`src/rtl/uart_pkg.sv`:
```
// uart_pkg: shared definitions for the UART transmit-side arbiter.
//   arb_state_t  : arbiter FSM states (IDLE, TAG, SEND, WAIT, HOLD)
//   TAG_NIBBLE   : upper nibble of the optional source-tag byte
//   CLKS_PER_BIT : default serialiser bit period in system clocks
//   clog2()      : ceiling log2 for sizing index and counter fields
package uart_pkg;

  typedef enum logic [2:0] {
    IDLE,
    TAG,
    SEND,
    WAIT,
    HOLD
  } arb_state_t;

  localparam logic [3:0] TAG_NIBBLE   = 4'hA;
  localparam int         CLKS_PER_BIT = 217;

  function automatic int clog2(input int value);
    int r;
    r = 0;
    for (int v = 1; v < value; v = v * 2) r++;
    return r;
  endfunction

endpackage

```
`src/rtl/rr_pick.sv`:
```
// rr_pick: combinational round-robin priority picker.
//   valid : request vector, one bit per requester
//   ptr   : requester with highest priority this round
//   any   : at least one request is set
//   idx   : first set request found searching upward from ptr with wrap
module rr_pick #(
  parameter int N   = 4,
  parameter int IDW = 2
) (
  input  logic [N-1:0]   valid,
  input  logic [IDW-1:0] ptr,
  output logic           any,
  output logic [IDW-1:0] idx
);

  always_comb begin
    int slot;
    slot = 0;
    any  = 1'b0;
    idx  = '0;
    // Walk offsets from farthest to nearest so the nearest hit is written last.
    for (int i = N - 1; i >= 0; i--) begin
      slot = (int'(ptr) + i) % N;
      if (valid[slot[IDW-1:0]]) begin
        any = 1'b1;
        idx = slot[IDW-1:0];
      end
    end
  end

endmodule

```
`src/rtl/uart_tx_arbiter.sv`:
```
// uart_tx_arbiter: shares one uart_tx serialiser among NUM_REQ byte-stream
// requesters with packet-granular round-robin arbitration. The grant stays
// locked from a packet's first byte to its last; a requester that stalls
// mid-packet for TIMEOUT_CLKS clocks loses the lock.
//
// Optional build macro UART_TX_SRC_TAG_EN: every packet is preceded by a tag
// byte {4'hA, 1'b0, owner id} sent from an extra TAG state.
//
// Ports:
//   i_clock      system clock
//   i_reset_n    synchronous active-low reset
//   i_req_valid  per-requester byte valid
//   i_req_last   per-requester byte is last of packet
//   i_req_byte   per-requester byte, requester k on [8k+7:8k]
//   o_req_ready  one-cycle accept pulse, one-hot or zero
//   o_grant_id   current / most recent owner
//   o_busy       high whenever the FSM is not IDLE
//   o_timeout    one-cycle pulse on forced release of a stalled packet
//   o_tx_dv      one-cycle load strobe to uart_tx
//   o_tx_byte    byte to uart_tx
//   i_tx_active  uart_tx serialising (checked only)
//   i_tx_done    uart_tx end-of-stop-bit pulse
module uart_tx_arbiter
  import uart_pkg::*;
#(
  parameter int NUM_REQ      = 4,
  parameter int TIMEOUT_CLKS = 100 * CLKS_PER_BIT
) (
  input  logic                        i_clock,
  input  logic                        i_reset_n,
  input  logic [NUM_REQ-1:0]          i_req_valid,
  input  logic [NUM_REQ-1:0]          i_req_last,
  input  logic [8*NUM_REQ-1:0]        i_req_byte,
  output logic [NUM_REQ-1:0]          o_req_ready,
  output logic [clog2(NUM_REQ)-1:0]   o_grant_id,
  output logic                        o_busy,
  output logic                        o_timeout,
  output logic                        o_tx_dv,
  output logic [7:0]                  o_tx_byte,
  input  logic                        i_tx_active,
  input  logic                        i_tx_done
);

  localparam int IDW  = clog2(NUM_REQ);
  localparam int CNTW = clog2(TIMEOUT_CLKS);

  arb_state_t       state;
  logic [IDW-1:0]   ptr;
  logic             last_q;
  logic [CNTW-1:0]  hold_cnt;
  logic             pick_any;
  logic [IDW-1:0]   pick_idx;
  logic             owner_valid;
  logic [7:0]       req_bytes [NUM_REQ];
`ifdef UART_TX_SRC_TAG_EN
  logic             tag_q;
`endif

  for (genvar k = 0; k < NUM_REQ; k++) begin : g_bytes
    assign req_bytes[k] = i_req_byte[8*k +: 8];
  end

  assign owner_valid = i_req_valid[o_grant_id];

  rr_pick #(
    .N   (NUM_REQ),
    .IDW (IDW)
  ) u_pick (
    .valid (i_req_valid),
    .ptr   (ptr),
    .any   (pick_any),
    .idx   (pick_idx)
  );

  function automatic logic [NUM_REQ-1:0] onehot(input logic [IDW-1:0] id);
    return NUM_REQ'(1) << id;
  endfunction

  function automatic logic [IDW-1:0] next_ptr(input logic [IDW-1:0] id);
    return (id == IDW'(NUM_REQ - 1)) ? '0 : id + 1'b1;
  endfunction

`ifdef UART_TX_SRC_TAG_EN
  function automatic logic [7:0] tag_byte(input logic [IDW-1:0] id);
    return {TAG_NIBBLE, 1'b0, 3'(id)};
  endfunction
`endif

  // Outputs are registered: the cycle spent in SEND (or TAG) is the cycle in
  // which o_tx_dv and o_req_ready are visible, so they are loaded on entry.
  always_ff @(posedge i_clock) begin
    if (!i_reset_n) begin
      state       <= IDLE;
      ptr         <= '0;
      last_q      <= 1'b0;
      hold_cnt    <= '0;
      o_req_ready <= '0;
      o_grant_id  <= '0;
      o_busy      <= 1'b0;
      o_timeout   <= 1'b0;
      o_tx_dv     <= 1'b0;
      o_tx_byte   <= '0;
`ifdef UART_TX_SRC_TAG_EN
      tag_q       <= 1'b0;
`endif
    end else begin
      o_tx_dv     <= 1'b0;
      o_req_ready <= '0;
      o_timeout   <= 1'b0;
      case (state)
        IDLE: begin
          if (pick_any) begin
            o_grant_id <= pick_idx;
            o_busy     <= 1'b1;
            o_tx_dv    <= 1'b1;
`ifdef UART_TX_SRC_TAG_EN
            state      <= TAG;
            o_tx_byte  <= tag_byte(pick_idx);
`else
            state       <= SEND;
            o_tx_byte   <= req_bytes[pick_idx];
            o_req_ready <= onehot(pick_idx);
`endif
          end
        end
`ifdef UART_TX_SRC_TAG_EN
        TAG: begin
          tag_q <= 1'b1;
          state <= WAIT;
        end
`endif
        SEND: begin
          // Requester holds last stable until the accept, so sample it here.
          last_q <= i_req_last[o_grant_id];
          state  <= WAIT;
        end
        WAIT: begin
          if (i_tx_done) begin
`ifdef UART_TX_SRC_TAG_EN
            // The tag is never subject to the stall timeout.
            if (tag_q) begin
              tag_q       <= 1'b0;
              state       <= SEND;
              o_tx_dv     <= 1'b1;
              o_tx_byte   <= req_bytes[o_grant_id];
              o_req_ready <= onehot(o_grant_id);
            end else
`endif
            if (last_q) begin
              state  <= IDLE;
              o_busy <= 1'b0;
              ptr    <= next_ptr(o_grant_id);
            end else begin
              state    <= HOLD;
              hold_cnt <= '0;
            end
          end
        end
        HOLD: begin
          if (owner_valid) begin
            state       <= SEND;
            o_tx_dv     <= 1'b1;
            o_tx_byte   <= req_bytes[o_grant_id];
            o_req_ready <= onehot(o_grant_id);
          end else if (hold_cnt == CNTW'(TIMEOUT_CLKS - 1)) begin
            state     <= IDLE;
            o_busy    <= 1'b0;
            o_timeout <= 1'b1;
            ptr       <= next_ptr(o_grant_id);
          end else begin
            hold_cnt <= hold_cnt + 1'b1;
          end
        end
        default: begin
          state  <= IDLE;
          o_busy <= 1'b0;
        end
      endcase
    end
  end

  // A new load strobe while the serialiser is still busy would corrupt a byte.
  assert property (@(posedge i_clock) disable iff (!i_reset_n)
                   !(o_tx_dv && i_tx_active));

endmodule
```
`config.mk`:
```
export PLATFORM = sky130hd
export DESIGN_NAME = uart_tx_arbiter
export DESIGN_NICKNAME = d
export VERILOG_FILES = /design/src/rtl/uart_pkg.sv /design/src/rtl/rr_pick.sv /design/src/rtl/uart_tx_arbiter.sv
export SDC_FILE = /design/constraint.sdc
export NUM_CORES = 1
export LEC_CHECK = 0
export CORE_MARGIN = 5
export CORE_UTILIZATION = 49
export CTS_CLUSTER_SIZE = 10
export DETAILED_ROUTE_END_ITERATION = 6
export PLACE_DENSITY = 0.91
export SLEW_MARGIN = 15
export SYNTH_ARGS = -nofsm -noshare
export SYNTH_HDL_FRONTEND = slang
export SYNTH_SLANG_ARGS = --single-unit
export TNS_END_PERCENT = 1
```
`constraint.sdc`:
```
create_clock -name i_clock -period 2.52 [get_ports i_clock]
set_input_delay 0.504 -clock i_clock [delete_from_list [all_inputs] [get_ports i_clock]]
set_output_delay 0.504 -clock i_clock [all_outputs]
set_load 0.02 [all_outputs]
```
## After elaboration in Yosys (flattened, before gate mapping)

Index checks and enable logic that the tools add are counted.

| storage, ports and cells | value |
|---|---|
| output and inout port bits | 17 |
| ROM bits | 0 |
| RAM bits | 0 |
| flip-flop bits (word level) | 38 |
| input port bits | 44 |
| logic and storage cells | 112 |
| bits in latches | 0 |
| memories | 0 |

| operators by class | value |
|---|---|
| reduce and logical (&&, ||, !) cells | 10 |
| $mul | 0 |
| equality and inequality tests | 14 |
| bitwise logic cells | 5 |
| mux-type cells | 59 |
| div/mod/pow operators | 0 |
| magnitude comparators | 7 |
| shift operators | 2 |
| add/subtract/negate cells | 5 |

Operators with widths:

| kind | count |
|---|---|
| $mux W15 | 4 |
| $mux W8 | 6 |
| $bmux W8 S2 | 2 |
| $pmux W15 S2 | 1 |
| $mux W1 | 18 |
| $mux W2 | 9 |
| $ne A2 B2 Y1 const B | 8 |
| $pmux W8 S2 | 1 |
| $add A15 B1 Y15 const B | 1 |
| $eq A15 B15 Y1 const B | 1 |
| $lt A2 B3 Y1 const B | 5 |
| $mux W3 | 5 |
| $bmux W1 S2 | 6 |
| $pmux W3 S4 | 1 |
| $reduce_and A5 Y1 | 2 |
| $mux W4 | 2 |
| $pmux W4 S2 | 1 |
| $shl A1 B2 Y4 const A | 2 |
| $eq A3 B2 Y1 const B | 2 |
| $ge A3 B3 Y1 const B | 2 |
| $not A2 Y3 | 2 |
| $reduce_and A3 Y1 | 2 |
| $reduce_and A6 Y1 | 1 |
| $add A2 B1 Y2 const B | 2 |
| other kinds (12) | 16 |

## Longest topological paths before layout

| logic depth | value |
|---|---|
| word-level depth | 13 |
| depth in mapped cells | 9 |
| depth with buffers taken out | 6 |

## Cells and area by module

A second synthesis with hierarchy kept.

| unflattened totals | value |
|---|---|
| cells, all modules | 269 |
| area total of the unflattened synthesis | 2403.6 µm² |

By module, submodules not included:

| module | area each (µm²) | cells an instance | sequential area each (µm²) | instances |
|---|---|---|---|---|
| uart_tx_arbiter | 2326.0 | 256 | 760.7 | 1 |
| rr_pick | 77.6 | 13 | 0.0 | 1 |

## Worst setup path after synthesis

Ideal clock, no wire load.

| path | value |
|---|---|
| kind | reg2reg |
| start point | register o_grant_id[0] |
| end point | register hold_cnt[2] |
| data arrival time | 2.320 ns |
| library setup time | 0.070 ns |
| stages on the path, launching flop included | 7 |
| setup slack | 0.130 ns |
| period minus slack after synthesis | 2.390 ns |
| path buffers | 1 |
| required time | 2.450 ns |
| cells stage by stage | dfxtp_1 mux4_2 nor2_1 a21oi_4 buf_2 or3_2 a21oi_1 |

| on the way | value |
|---|---|
| word-level cells in the longest chain between the ends | 4 |

RTL lines:

| element | line | RTL |
|---|---|---|
| from (decl) | uart_tx_arbiter.sv:35 | `output logic [clog2(NUM_REQ)-1:0] o_grant_id,` |
| from (signal assigned) | uart_tx_arbiter.sv:113 | `o_grant_id <= pick_idx;` |
| $bmux W1 S2 | uart_tx_arbiter.sv:63 | `assign owner_valid = i_req_valid[o_grant_id];` |
| $mux W1 (implied by the code) | uart_tx_arbiter.sv:63 |  |
| $ne A2 B2 Y1 (no line) | - |  |
| $reduce_and A5 Y1 (no line) | - |  |
| to (signal assigned) | uart_tx_arbiter.sv:171 | `hold_cnt <= hold_cnt + 1'b1;` |
| to (decl) | uart_tx_arbiter.sv:50 | `logic [CNTW-1:0] hold_cnt;` |

Every way passes these cells. The select of a mux whose other input is x is not followed.
A chain may end at the register's enable or synchronous reset.

## Final worst setup path

| path | value |
|---|---|
| start point | register hold_cnt[2] |
| end point | register ptr[0] |

| on the way | value |
|---|---|
| word-level cells in the longest chain between the ends | 3 |

RTL lines:

| element | line | RTL |
|---|---|---|
| $eq A15 B15 Y1 | uart_tx_arbiter.sv:165 | `end else if (hold_cnt == CNTW'(TIMEOUT_CLKS - 1)) begin` |
| $ne A2 B2 Y1 (no line) | - |  |
| $reduce_and A5 Y1 (no line) | - |  |
| to (signal assigned) | uart_tx_arbiter.sv:152 | `ptr <= next_ptr(o_grant_id);` |
| to (signal assigned) | uart_tx_arbiter.sv:169 | `ptr <= next_ptr(o_grant_id);` |
| to (decl) | uart_tx_arbiter.sv:48 | `logic [IDW-1:0] ptr;` |

Every way passes these cells.

==> results.sh <==
export IMPL_status="finished, final reports clean"
export IMPL_switching_share=0.279
export IMPL_clkLatencyLatePin_ns=0.29
export IMPL_relSlewSlack=0.627
export IMPL_port_buffers=59
export IMPL_track_usage=0.224
export IMPL_leakagePower_nw=1.08
export IMPL_netlist_area_sq_um=2390
export IMPL_ir_drop_mv=0.298
export IMPL_max_slew_worst_pin_slew_ns=0.545
export IMPL_yosys_top_cells_area="dfxtp_1 32%, mux4_2 9.4%, nor3b_1 5.0%, a21oi_1 4.6%, o21ai_0 4.6%"
export IMPL_cp_required_ns=2.73
export IMPL_grt_max_degree=19
export IMPL_combinationalPowerShare=0.254
export IMPL_cts_resized=0
export IMPL_drc=0
export IMPL_holdBufCountCts=0
export IMPL_period_needed_ns=2.43
export IMPL_via_per_inst=6.07
export IMPL_yosysWarnings=0
export IMPL_powerDensity_nw_per_um2=442
export IMPL_synth_edf_count=0
export IMPL_ys_seq_area_frac=0.318
export IMPL_first_pass_iters=4
export IMPL_cts_buffers=5
export IMPL_critPathLaunchType="register"
export IMPL_syn_inst=277
export IMPL_skew_ns=0.00337
export IMPL_num_vias=2548
export IMPL_design_die_area_sq_um=6370
export IMPL_ys_types=49
export IMPL_syn_to_final_growth_pct=36.8
export IMPL_initial_core_util=0.506
export IMPL_die_h_um=79.8
export IMPL_power_internal_mw=1.04
export IMPL_rows=25
export IMPL_antenna_found_initial=0
export IMPL_fillers=356
export IMPL_final_cells=420
export IMPL_grt_ovfl_total=0
export IMPL_avgSynthCellArea_sq_um=8.63
export IMPL_drive_gt1_frac=0.153
export IMPL_clk_pin_slew_ns=0.07
export IMPL_pwr_share_seq=0.447
export IMPL_power_frac_clock=0.298
export IMPL_die_width_um=79.8
export IMPL_finalCritPeriodShare=0.963
export IMPL_cp_max_fo=8
export IMPL_cp_data_arrival_time_ns=2.64
export IMPL_fin_nets=401
export IMPL_io_pins=61
export IMPL_critPathKind="reg -> reg"
export IMPL_slew_viol_final=0
export IMPL_place_inst=412
export IMPL_maxCapViolCount=0
export IMPL_grt_pass1_vias=2449
export IMPL_cp_end_kind="register"
export IMPL_clock_sinks=38
export IMPL_hold_viol=0
export IMPL_hold_class="reg -> reg"
export IMPL_async_flop_share=0
export IMPL_ys_flop_type="dfxtp_1"
export IMPL_drtAntennaViolNets=0
export IMPL_htree_levels=2
export IMPL_cts_tree="done"
export IMPL_cts_root_buf="clkbuf_8"
export IMPL_syn_num_nets=326
export IMPL_multiInputGateArea_sq_um=1510
export IMPL_final_setup_viol_count=0
export IMPL_synth_top_cell_by_area="dfxtp_1"
export IMPL_place_hpwl_um=5170
export IMPL_synth_seq_cells=38
export IMPL_antennaDiodeCount=0
export IMPL_wirelength_um=7050
export IMPL_max_freq_mhz=412
export IMPL_synth_top_cell_area_share=0.318
export IMPL_p_sw_uw=404
export IMPL_routabilityCongestion=0.839
export IMPL_postCtsSetupRepairBufs=0
export IMPL_rsz0062_at_grt="false"
export IMPL_seqCellArea_sq_um=761
export IMPL_clockBufferDepth=2
export IMPL_hold_ws_ns=0.463
export IMPL_grt_pass1_wl_um=11500
export IMPL_total_power_mw=1.45
export IMPL_wire_per_inst_um=16.8
export IMPL_drtIter0Drc=252
export IMPL_coreArea_sq_um=4720
-- area by class of cell --
class	instances	area share
clock buffer	7	0.0264
sequential	38	0.233
multi-input combinational	210	0.462
clock inverter	1	0.00153
timing repair buffer	83	0.236
inverter	14	0.0161
tap	67	0.0256
-- per-stage QoR --
step                utilization  worst slack [ns]  TNS [ns]  instance area [sq um]
detailed placement        0.672            -0.150     -2.03                   3170
floorplan                     -             0.130         0                   2390
finish                    0.692            0.0933         0                   3270
CTS                       0.691             0.103         0                   3260
global placement          0.672           -0.0970    -0.966                   3170
global route              0.692            0.0171         0                   3270
-- cell families after synthesis --
| kind of cell | synth area share |
|---|---|
| adders and majority gates | 0.0262 |
| buffers and inverters | 0.0544 |
| DFF | 0.318 |
| and+or+nand+nor | 0.263 |
| AOI/OAI and AO/OA | 0.240 |
| muxes | 0.0984 |
-- power groups by stage --
| stage | clock network [mW] | registers [mW] | logic (mW) |
|---|---|---|---|
| finish | 0.432 | 0.647 | 0.368 |
| CTS | 0.447 | 0.646 | 0.364 |
| floorplan | 0 | 0.682 | 0.161 |
| global route | 0.469 | 0.651 | 0.395 |
| global placement | 0 | 0.660 | 0.352 |
| detailed placement | 0 | 0.660 | 0.361 |
-- critical path, stage by stage, from the launching register on --
cell	delay [ns]
dfxtp_1	0.38
or4_4	0.56
or4_4	0.58
o21a_4	0.23
or4_1	0.46
a21oi_1	0.15
-- per-layer routing --
layer / wire length, um / vias to the layer above / GRT usage / part of all wire
li1: - / 1219 / - / -
met1: 3010 / 1207 / 0.288 / 0.43
met2: 3340 / 109 / 0.364 / 0.47
met3: 554 / 13 / 0.0451 / 0.079
met4: 144 / 0 / 0.0946 / 0.020
met5: 0 / - / 0 / 0
-- cells in the mapped netlist, types with 2 or more instances --
master and n:
and2_1 2, nand3_1 4, a21oi_1 22, o31ai_1 2, a211oi_1 9, nor4_1 4
or3_1 9, nand4_1 5, o32ai_1 8, or4_1 5, mux4_2 10, a22oi_1 2
a32oi_1 2, inv_1 13, a2111oi_0 8, nand2b_1 5, clkbuf_1 6, buf_2 3
clkbuf_2 2, nor2b_1 5, or4_4 3, dfxtp_1 38, nor2_1 21, ha_1 5
buf_4 2, o211ai_1 2, nor3b_1 16, nand2_1 18, and3_1 2, o21ai_0 22
nor3_1 4
-- registers in the layout, indices dropped and copies added, names as in the netlist --
signal / count
last_q: 1
o_req_ready: 4
hold_cnt: 15
state: 3
ptr: 2
o_grant_id: 2
o_timeout: 1
o_tx_dv: 1
o_busy: 1
o_tx_byte: 8
-- final timing paths --
path                                   start      endpoint  slack, ns  cells past startpoint
worst max-delay path             hold_cnt[2]        ptr[0]       0.09                      5
worst min-delay path            o_tx_byte[5]  o_tx_byte[5]       0.46                      2
worst min register to register  o_tx_byte[5]  o_tx_byte[5]       0.46                      2
worst max register to register   hold_cnt[2]        ptr[0]       0.09                      5
-- cell usage in the layout, fill, tap and decap left out, types with 2 or more instances in the layout --
| cell type | netlist | routed |
|---|---|---|
| a32oi_1 | 2 | 2 |
| mux4_2 | 10 | 10 |
| a2111oi_0 | 8 | 8 |
| a211oi_1 | 9 | 9 |
| o21ai_0 | 22 | 22 |
| nor3b_1 | 16 | 16 |
| o31ai_1 | 2 | 2 |
| ha_1 | 5 | 5 |
| and2_1 | 2 | 2 |
| or3_1 | 9 | 9 |
| nor2b_1 | 5 | 5 |
| nand4_1 | 5 | 5 |
| a21oi_1 | 22 | 22 |
| or4_4 | 3 | 3 |
| o32ai_1 | 8 | 8 |
| clkbuf_8 | 0 | 6 |
| and3_1 | 2 | 2 |
| inv_1 | 13 | 13 |
| nand2b_1 | 5 | 5 |
| a22oi_1 | 2 | 2 |
| o211ai_1 | 2 | 2 |
| dfxtp_1 | 38 | 38 |
| nor2_1 | 21 | 21 |
| clkdlybuf4s50_1 | 0 | 59 |
| buf_4 | 2 | 24 |
| nand3_1 | 4 | 4 |
| nor4_1 | 4 | 4 |
| or4_1 | 5 | 5 |
| nor3_1 | 4 | 3 |
| nand2_1 | 18 | 18 |
Note: power is estimated with default switching activity, not from simulation.
